<file path="src/rtl/rv32_if_pkg.sv">
// ============================================================================
//  Module      : rv32_if_pkg
//  Description : Shared encodings and constants for the RV32IM fetch stage.
//  Revision    : 1.0 - initial release
// ============================================================================
`default_nettype none

package rv32_if_pkg;

    localparam int unsigned c_state_w = 1;

    typedef logic [c_state_w-1:0] fetch_state_t;

    localparam fetch_state_t c_st_fetch = 1'b0;
    localparam fetch_state_t c_st_drain = 1'b1;

    localparam logic [31:0] c_nop_instr = 32'h0000_0013;
    localparam logic [31:0] c_pc_incr   = 32'd4;

    // Instructions are word aligned; low address bits are never honoured.
    function automatic logic [31:0] align_word(input logic [31:0] addr);
        return {addr[31:2], 2'b00};
    endfunction

endpackage

`default_nettype wire

</file>
<file path="src/rtl/if_pc_unit.sv">
// ============================================================================
//  Module      : if_pc_unit
//  Description : Program counter register with redirect/hold/advance priority.
//  Revision    : 1.0 - initial release
// ============================================================================
`default_nettype none

module if_pc_unit
    import rv32_if_pkg::*;
#(
    parameter logic [31:0] RESET_PC = 32'h0000_0000
) (
    input  logic        clk,
    input  logic        rst_n,
    input  logic        i_branch_taken,
    input  logic [31:0] i_branch_target,
    input  logic        i_hold,
    input  logic        i_fetch_done,
    input  logic        i_draining,
    output logic [31:0] o_pc
);

    logic [31:0] r_pc;
    logic [31:0] w_pc_next;
    logic        w_pc_freeze;

    assign w_pc_freeze = i_hold | ~i_fetch_done | i_draining;

    // A redirect always wins, even over a load-use hold or an outstanding drain.
    always_comb begin
        w_pc_next = r_pc;
        if (i_branch_taken) begin
            w_pc_next = align_word(i_branch_target);
        end else if (!w_pc_freeze) begin
            w_pc_next = r_pc + c_pc_incr;
        end
    end

    always_ff @(posedge clk or negedge rst_n) begin
        if (!rst_n) begin
            r_pc <= RESET_PC;
        end else begin
            r_pc <= w_pc_next;
        end
    end

    assign o_pc = r_pc;

endmodule

`default_nettype wire

</file>
<file path="src/rtl/if_fetch_stage.sv">
// ============================================================================
//  Module      : if_fetch_stage
//  Description : RV32IM instruction fetch with redirect squash and drain.
//  Revision    : 1.0 - initial release
// ============================================================================
`default_nettype none

module if_fetch_stage
    import rv32_if_pkg::*;
#(
    parameter logic [31:0] RESET_PC  = 32'h0000_0000,
    parameter logic [31:0] NOP_INSTR = c_nop_instr
) (
    input  logic        CLK,
    input  logic        RESET,
    input  logic        HOLD,
    input  logic        BRANCH_TAKEN,
    input  logic [31:0] BRANCH_TARGET,
    input  logic [31:0] IMEM_INSTRUCTION,
    input  logic        IMEM_BUSYWAIT,
    output logic        IMEM_READ,
    output logic [31:0] IMEM_ADDR,
    output logic [31:0] IF_PC,
    output logic [31:0] IF_INSTRUCTION,
    output logic        IF_BUSYWAIT
);

    fetch_state_t r_state;
    fetch_state_t w_state_next;
    logic [31:0]  r_drain_addr;
    logic [31:0]  w_pc;
    logic         w_in_fetch;
    logic         w_in_drain;
    logic         w_fetch_done;
    logic         w_drain_capture;

    assign w_in_fetch      = (r_state == c_st_fetch);
    assign w_in_drain      = (r_state == c_st_drain);
    assign w_fetch_done    = w_in_fetch & ~IMEM_BUSYWAIT;
    assign w_drain_capture = w_in_fetch & BRANCH_TAKEN & IMEM_BUSYWAIT;

    if_pc_unit #(
        .RESET_PC        (RESET_PC)
    ) u_pc_unit (
        .clk             (CLK),
        .rst_n           (RESET),
        .i_branch_taken  (BRANCH_TAKEN),
        .i_branch_target (BRANCH_TARGET),
        .i_hold          (HOLD),
        .i_fetch_done    (w_fetch_done),
        .i_draining      (w_in_drain),
        .o_pc            (w_pc)
    );

    // The memory cannot abandon an access, so the wrong-path address is kept
    // on IMEM_ADDR until it finishes; later redirects only move the PC.
    always_ff @(posedge CLK or negedge RESET) begin
        if (!RESET) begin
            r_state      <= c_st_fetch;
            r_drain_addr <= 32'h0000_0000;
        end else begin
            r_state <= w_state_next;
            if (w_drain_capture) begin
                r_drain_addr <= w_pc;
            end
        end
    end

    always_comb begin
        w_state_next = r_state;
        case (r_state)
            c_st_fetch: begin
                if (w_drain_capture) begin
                    w_state_next = c_st_drain;
                end
            end
            c_st_drain: begin
                if (!IMEM_BUSYWAIT) begin
                    w_state_next = c_st_fetch;
                end
            end
            default: w_state_next = c_st_fetch;
        endcase
    end

    always_comb begin
        IMEM_READ      = 1'b0;
        IMEM_ADDR      = w_pc;
        IF_PC          = RESET_PC;
        IF_INSTRUCTION = NOP_INSTR;
        IF_BUSYWAIT    = 1'b0;
        if (RESET) begin
            IMEM_READ = 1'b1;
            IF_PC     = w_pc;
            case (r_state)
                c_st_fetch: begin
                    IMEM_ADDR = w_pc;
                    if (w_fetch_done && !BRANCH_TAKEN) begin
                        IF_INSTRUCTION = IMEM_INSTRUCTION;
                    end
                    // A redirect releases the stall so the branch can leave EX.
                    IF_BUSYWAIT = IMEM_BUSYWAIT & ~BRANCH_TAKEN;
                end
                c_st_drain: begin
                    IMEM_ADDR = r_drain_addr;
                end
                default: begin
                    IMEM_ADDR = w_pc;
                end
            endcase
        end
    end

endmodule

`default_nettype wire

</file>
<file path="config.mk">
export PLATFORM = sky130hd
export DESIGN_NAME = if_fetch_stage
export DESIGN_NICKNAME = d
export VERILOG_FILES = /design/src/rtl/rv32_if_pkg.sv /design/src/rtl/if_pc_unit.sv /design/src/rtl/if_fetch_stage.sv
export SDC_FILE = /design/constraint.sdc
export NUM_CORES = 1
export LEC_CHECK = 0
export ABC_AREA = 1
export CAP_MARGIN = 25
export CORE_MARGIN = 2
export CORE_UTILIZATION = 46
export CTS_BUF_LIST = sky130_fd_sc_hd__clkbuf_2
export DETAILED_ROUTE_END_ITERATION = 10
export PLACE_DENSITY = 0.84
export SKIP_LAST_GASP = 1
export SLEW_MARGIN = 20
export SYNTH_ARGS = -nofsm -noshare
export SYNTH_HDL_FRONTEND = slang
export SYNTH_SLANG_ARGS = --single-unit
</file>
<file path="constraint.sdc">
create_clock -name CLK -period 2.2 [get_ports CLK]
set_clock_uncertainty 0.15 [all_clocks]
set_input_delay 0.44 -clock CLK [delete_from_list [all_inputs] [get_ports CLK]]
set_output_delay 0.44 -clock CLK [all_outputs]
set_load 0.02 [all_outputs]
</file>
==> impl_metrics.env, run 1 <==
export IMPL_die_area_um2=10000
export IMPL_ant_nets=0
export IMPL_syn_inst=692
export IMPL_synth_seq_area_share_pct=35.9
export IMPL_worst_r2r_path_depth=11
export IMPL_gp_congestion=0.913
export IMPL_drt_first_pass_iters=9
export IMPL_clk_pin_slew_ns=0.18
export IMPL_synth_cell_area_um2=4250
export IMPL_violations="negative setup slack"
export IMPL_synthAdderAreaFrac_pct=0.294
export IMPL_grt_start_max_net_pins=61
export IMPL_worst_r2r_startpoint="u_pc_unit.o_pc[3]$_DFFE_PN0P_"
export IMPL_slew_headroom_pct=45.6
export IMPL_post_synth_xor_area_fraction_pct=0
export IMPL_finalSetupViolCount=48
export IMPL_maxSlewViolCount=0
export IMPL_drc=0
export IMPL_p_int_w=0.00230
export IMPL_startpoint_type="flop"
export IMPL_synth_compound_area_share_pct=11.7
export IMPL_num_antenna_cells=0
export IMPL_power_ir_vdd_worst_mv=0.243
export IMPL_placedCellCount=957
export IMPL_cts_htree_levels=3
export IMPL_portBuffers=160
export IMPL_timing_critical_path_fanout_max=10
export IMPL_worst_setup_slack_for_register_to_register_paths_ns=0.18
export IMPL_fill_cells=733
export IMPL_die_w_um=100
export IMPL_antenna_found_initial=0
export IMPL_synth_simple_gate_area_share_pct=38.9
export IMPL_initial_core_utilization_pct=46.6
export IMPL_worstSetupPathType="flop to output port"
export IMPL_dpl_worst_slack_ns=-0.549
export IMPL_worst_skew_pair_late_latency_ns=0.51
export IMPL_switching_share_pct=38.3
export IMPL_rsz_0062_raised_after_global_routing="yes"
export IMPL_drt_vias_per_instance=5.22
export IMPL_max_freq_ghz=0.432
export IMPL_crit_chain="nand2_8 -> buf_6 -> nor2_1 -> a21oi_2 -> buf_4"
export IMPL_drt_initial_drc_count=428
export IMPL_grt_util_all_layers_pct=30.1
export IMPL_routed_wirelength_mm=15.5
export IMPL_outcome="complete, but fails checks"
export IMPL_synth_top_family_by_area="simple AND/OR/NAND/NOR gates"
export IMPL_final_core_util_pct=72.8
export IMPL_ios=167
export IMPL_placeable_area_um2=9110
export IMPL_worst_path_dominant_cell_family="flip-flops"
export IMPL_worst_endpoint_required_ns=1.61
export IMPL_power_switching_w=0.00142
export IMPL_timing_hold_worst_path_depth=3
export IMPL_cts_buffers_inserted=9
export IMPL_crit_reg2reg_capture="u_pc_unit.o_pc[20]$_DFFE_PN0P_"
export IMPL_worstPathArrival_ns=1.72
export IMPL_final_cycle_share_pct=105
export IMPL_post_synth_num_cell_types=32
export IMPL_wl_per_cell_um=15.5
export IMPL_root_buffer="clkbuf_2"
export IMPL_post_synth_cell_area_avg_um2=6.14
export IMPL_fin_crit_ns=2.31
export IMPL_areaGrowthSynthToFinish_pct=56.0
export IMPL_dp_hpwl_mm=10.5
export IMPL_endpoint_kind="output port"
export IMPL_synth_ff_latch_count=61
export IMPL_ys_warnings_count=0
export IMPL_layoutNonFillerInstCount=1006
export IMPL_clock_sinks=61
export IMPL_end_point_of_the_worst_hold_path="u_pc_unit.o_pc[3]$_DFFE_PN0P_"
export IMPL_fin_nets=960
export IMPL_crit_path_max_incr_delay_ns=0.49
export IMPL_vias_in_the_first_global_route=5087
export IMPL_cap_violations=0
export IMPL_path_buf_inv=2
export IMPL_holdCritPathClass="primary input to flop"
export IMPL_dr_total_vias=5249
export IMPL_origin_of_the_worst_min_delay_path="BRANCH_TARGET[3]"
export IMPL_crit_path_top_delay_cell="dfrtp_2"
export IMPL_grt_pass1_wl_mm=24.0
export IMPL_synthMuxAreaShare_pct=0
export IMPL_combinationalPowerShare_pct=39.6
export IMPL_clock_network_fraction_of_total_power_pct=21.6
export IMPL_finalWorstSetupSlack_ns=-0.114
export IMPL_power_sequential_fraction_pct=38.8
export IMPL_tritoncts_clock_tree="yes"
export IMPL_power_leakage_nw=3.61
export IMPL_final_layout_size_suffix_gt1_share_pct=22.0
export IMPL_die_boundary_height_um=100
export IMPL_global_route_overflow_total=0
export IMPL_worst_slew_pin_transition_ns=0.813
export IMPL_timing_final_hold_violations=0
export IMPL_placementRows=35
export IMPL_power_density_nw_per_um2=561
export IMPL_clock_path_buffers=2
-- layout make-up --
cell class / instances / area, um^2 / area share [%]
sequential: 61 / 1540 / 23.3
multi-input combinational: 493 / 2310 / 34.9
timing repair buffer: 220 / 2110 / 31.8
inverter: 105 / 399 / 6.02
tap: 111 / 139 / 2.10
clock buffer: 10 / 50.0 / 0.755
clock inverter: 6 / 77.6 / 1.17
-- cells in the mapped netlist --
cell type,instances,area [um^2]
a211oi_1,4,30.0
a21oi_1,40,200
a311oi_1,1,8.76
a31oi_1,1,6.26
and2_1,1,6.26
buf_1,1,3.75
buf_2,9,45.0
buf_4,5,37.5
clkbuf_1,21,78.8
conb_1,1,3.75
dfrtp_1,61,1530
ha_1,1,12.5
inv_1,101,379
inv_2,4,15.0
nand2_1,189,709
nand2_2,7,43.8
nand2_4,1,11.3
nand3_1,37,185
nand3b_2,1,11.3
nand4_1,2,12.5
nor2_1,134,503
nor2_2,6,37.5
nor2_4,5,56.3
nor2_8,1,20.0
nor3_1,6,30.0
nor4_1,1,6.26
o211ai_1,2,15.0
o21ai_0,41,205
o21ai_1,1,5.00
o22ai_1,4,25.0
or2_1,1,6.26
or2_2,2,12.5
-- power by group through the flow --
stage	sequential [W]	combinational, W	clock, W
CTS	0.00143	0.00142	0.000813
global placement	0.00148	0.00130	0
detailed placement	0.00150	0.00133	0
global route	0.00147	0.00161	0.000860
floorplan	0.00144	0.000744	0
finish	0.00144	0.00147	0.000804
-- sequential cells by signal, summed over array words and instances (netlist names) --
register	flops
r_drain_addr	30
r_state	1
u_pc_unit.o_pc	30
-- layer usage --
layer	routed length, um	vias up	global-route usage, %
met5	0	-	0
met4	449	0	10.9
met1	5980	2390	36.4
met2	7800	301	53.3
met3	1320	42	5.85
li1	-	2516	-
-- what timing repair did --
item / 4_1_cts / 5_1_grt
setup buffers: 21 / 1
cloned: 1 / 4
setup endpoints to repair: 93 / 67
hold endpoints to repair: 39 / 0
gates resized for setup: 369 / 49
hold buffers: 6 / 0
pin swaps: 1 / 2
-- placed cells by master, fill, tap and decap left out, drive strengths merged --
master,netlist,layout
inv,105,105
a21oi,40,40
dlymetal6s2s,0,6
buf,15,115
dlygate4sd2,0,24
nor4,1,1
clkinv,0,4
nand3,37,37
clkbuf,21,13
bufinv,0,2
nand3b,1,1
o22ai,4,4
nand4,2,2
a211oi,4,4
ha,1,1
dlygate4sd3,0,6
nand2,197,197
nor3,6,6
or2,3,3
nor2,146,146
and2,1,1
clkdlybuf4s50,0,66
a311oi,1,1
conb,1,4
dfrtp,61,61
o21ai,42,42
o211ai,2,2
a31oi,1,1
-- how the worst max path moves through the flow --
stage / startpoint / endpoint / slack (ns) / cells past startpoint
after floorplan: BRANCH_TAKEN / IF_INSTRUCTION[11] / 0.19 / 7
after global placement: BRANCH_TAKEN / IF_INSTRUCTION[3] / -0.47 / 8
after detailed placement: IMEM_BUSYWAIT / IF_INSTRUCTION[10] / -0.55 / 8
after CTS: r_state$_DFF_PN0_ / IMEM_ADDR[7] / -0.14 / 5
after global routing: r_state$_DFF_PN0_ / IF_INSTRUCTION[30] / -0.19 / 7
final: r_state$_DFF_PN0_ / IMEM_ADDR[28] / -0.11 / 5
-- worst min-delay path: cells and delay by family --
| family | cells | cell delay [ns] |
|---|---|---|
| buffers and inverters | 1 | 0.39 |
| AOI/OAI and AO/OA | 1 | 0.07 |
| and+or+nand+nor | 1 | 0.06 |
-- per-stage QoR --
step / TNS, ns / total power [W] / hold slack [ns] / area [um^2]
floorplan: 0 / 0.00219 / -0.00559 / 4260
global placement: -23.78 / 0.00278 / 0.261 / 6110
detailed placement: -25.64 / 0.00283 / 0.261 / 6110
CTS: -4.46 / 0.00366 / 0.270 / 6450
global route: -7.78 / 0.00393 / 0.303 / 6630
finish: -3.48 / 0.00372 / 0.321 / 6630
-- cells by family after synthesis --
logic type / Yosys count
and+or+nand+nor: 394
buffers and inverters: 141
adders and majority gates: 1
other: 1
AOI/OAI and AO/OA: 94
DFF: 61
Power figures use the tool's default switching activity.
==> run 2: changes to the inputs <==
- CORE_MARGIN: 2 -> 10
==> run 2 against run 1 <==
Against the previous run:
- the flow still finishes with violations (negative setup slack)
- die area up 35%
- combinational power grew 5%
- cell count is 0.40% lower
- cell area increased by 3.2%
- global-route usage decreased by 6.5 points
- total power is 0.29% higher
- sequential power increased by 5%
- non-clock buffer count decreased by 6
- via count is 0.53% higher
- critical endpoint is now IMEM_ADDR[27]
- largest cell class unchanged
- largest power group unchanged
- highest routed layer unchanged
==> impl_metrics.env, run 2 (synthesis gave the netlist of run 1 again) <==
export IMPL_outcome="complete, but fails checks"
export IMPL_violations="negative setup slack"
export IMPL_clock_path_buffers=2
export IMPL_endpoint_kind="output port"
export IMPL_drt_vias_per_instance=5.27
export IMPL_areaGrowthSynthToFinish_pct=61.0
export IMPL_routed_wirelength_mm=16.6
export IMPL_dr_total_vias=5277
export IMPL_met1Wirelength_mm=6.12
export IMPL_grt_pass1_wl_mm=25.7
export IMPL_worst_slew_pin_transition_ns=0.960
export IMPL_power_density_nw_per_um2=545
export IMPL_wl_per_cell_um=16.6
export IMPL_drc=0
export IMPL_power_switching_w=0.00150
export IMPL_finalSetupViolCount=62
export IMPL_die_boundary_height_um=116
export IMPL_worstPathArrival_ns=1.79
export IMPL_worst_r2r_startpoint="u_pc_unit.o_pc[3]$_DFFE_PN0P_"
export IMPL_portBuffers=160
export IMPL_initial_core_utilization_pct=46.6
export IMPL_worstSetupPathType="flop to output port"
export IMPL_placementRows=35
export IMPL_placeable_area_um2=9110
export IMPL_fin_nets=955
export IMPL_clock_network_fraction_of_total_power_pct=18.2
export IMPL_fin_crit_ns=2.38
export IMPL_grt_start_max_net_pins=61
export IMPL_max_freq_ghz=0.420
export IMPL_combinationalPowerShare_pct=41.4
export IMPL_final_common_cell="nand2_1"
export IMPL_gp_congestion=0.905
export IMPL_crit_path_start="r_state$_DFF_PN0_"
export IMPL_final_core_util_pct=75.1
export IMPL_power_ir_vdd_worst_mv=0.223
export IMPL_ios=167
export IMPL_worst_skew_pair_late_latency_ns=0.53
export IMPL_setup_tns_ns=-7.88
export IMPL_drt_initial_drc_count=473
export IMPL_cts_buffers_inserted=9
export IMPL_placedInstanceArea_um2=6130
export IMPL_layout_cell_area_non_filler_um2=6840
export IMPL_final_layout_size_suffix_gt1_share_pct=26.1
export IMPL_placedCellCount=957
export IMPL_slew_headroom_pct=35.8
export IMPL_met3RoutedLength_mm=1.94
export IMPL_holdCritPathClass="primary input to async pin"
export IMPL_cap_violations=0
export IMPL_drt_first_pass_iters=5
export IMPL_die_area_um2=13500
export IMPL_cts_htree_levels=3
export IMPL_layoutNonFillerInstCount=1002
export IMPL_p_int_w=0.00223
export IMPL_routed_wl_met2_mm=8.22
export IMPL_timing_critical_path_fanout_max=8
export IMPL_crit_path_top_delay_cell="dfrtp_2"
export IMPL_ant_nets=0
export IMPL_maxSlewViolCount=0
export IMPL_clock_sinks=61
export IMPL_root_buffer="clkbuf_2"
export IMPL_worst_endpoint_required_ns=1.61
export IMPL_grt_util_all_layers_pct=23.6
export IMPL_timing_final_hold_violations=0
export IMPL_final_cycle_share_pct=108
export IMPL_rsz_0062_raised_after_global_routing="yes"
export IMPL_antenna_found_initial=1
export IMPL_clk_pin_slew_ns=0.19
export IMPL_crit_path_max_incr_delay_ns=0.47
export IMPL_die_w_um=116
export IMPL_vias_in_the_first_global_route=5228
export IMPL_crit_chain="buf_12 -> nand2_8 -> clkbuf_16 -> nor2_1 -> a21oi_2 -> buf_4"
export IMPL_switching_share_pct=40.1
export IMPL_highest_signal_layer="met4"
export IMPL_global_route_overflow_total=0
export IMPL_power_sequential_fraction_pct=40.4
export IMPL_dp_hpwl_mm=11.7
export IMPL_tritoncts_clock_tree="yes"
export IMPL_power_leakage_nw=3.56
export IMPL_startpoint_type="flop"
export IMPL_mostFrequentLayoutCells="nand2_1 (187), inv_1 (101), nor2_1 (99), buf_4 (69), clkdlybuf4s50_1 (66)"
export IMPL_finalWorstSetupSlack_ns=-0.182
==> run 2: changes by cell type in the layout (fill, tap and decap cells not counted), sizes merged <==
cell and delta:
bufinv -1, dlygate4sd2 +6, clkinv +1, clkbuf +1, dlymetal6s2s -6, clkinvlp +1
diode +1, buf -7
==> run 2: metal layers <==
metal	GRT usage [%]	vias up
li1	-	2501
met1	27.0	2459
met2	40.2	278
met3	8.63	39
met4	7.26	0
met5	0	-
==> run 2: layout make-up <==
cell class / instances / area [um^2]
Fill cell: 691 / 2270
Clock buffer: 10 / 50.0
Tap cell: 111 / 139
Clock inverter: 6 / 53.8
Inverter: 105 / 397
Timing Repair Buffer: 214 / 2110
Multi-Input combinational cell: 493 / 2540
Sequential cell: 61 / 1540
Timing Repair inverter: 1 / 7.51
Antenna cell: 1 / 2.50
==> run 2: power groups by stage <==
stage | clock [W] | sequential [W] | combinational (W)
2_1_floorplan | 0 | 0.00144 | 0.000744
3_3_place_gp | 0 | 0.00148 | 0.00132
3_5_place_dp | 0 | 0.00149 | 0.00136
4_1_cts | 0.000682 | 0.00145 | 0.00137
5_1_grt | 0.000732 | 0.00153 | 0.00169
6_report | 0.000679 | 0.00151 | 0.00154
==> run 2: path summary, 6_finish.rpt <==
kind	depth (start not counted)	slack (ns)	to
min	4	0.07	r_drain_addr[21]$_DFFE_PN0P_
min reg2reg	2	0.36	r_drain_addr[31]$_DFFE_PN0P_
max in group asynchronous	3	0.57	r_drain_addr[3]$_DFFE_PN0P_
min in group CLK	3	0.32	u_pc_unit.o_pc[3]$_DFFE_PN0P_
max	6	-0.18	IMEM_ADDR[27]
max reg2reg	8	0.34	u_pc_unit.o_pc[12]$_DFFE_PN0P_
==> run 2: timing repair <==
item | 4_1_cts | 5_1_grt
setup endpoints to repair | 94 | 63
resized for setup | 375 | 112
endpoints found under the hold margin | 35 | 0
cloned | 1 | 4
hold buffers | 6 | 0
buffers inserted | 14 | 3
pin swaps | 2 | 2
==> run 2: stage by stage <==
stage          hold slack, ns  total power [W]  setup WS [ns]
6_report               0.0661          0.00373         -0.182
2_1_floorplan        -0.00559          0.00219          0.191
4_1_cts                0.0510          0.00351         -0.196
3_3_place_gp            0.113          0.00281         -0.548
3_5_place_dp            0.113          0.00285         -0.593
5_1_grt                0.0909          0.00395         -0.232
==> run 2: critical path: cells and delay by family (launching register included) <==
kind | cells | cell delay (ns)
flip-flops | 1 | 0.47
buffers and inverters | 3 | 0.50
AO/OA/AOI/OAI | 1 | 0.13
AND/OR/NAND/NOR | 2 | 0.18
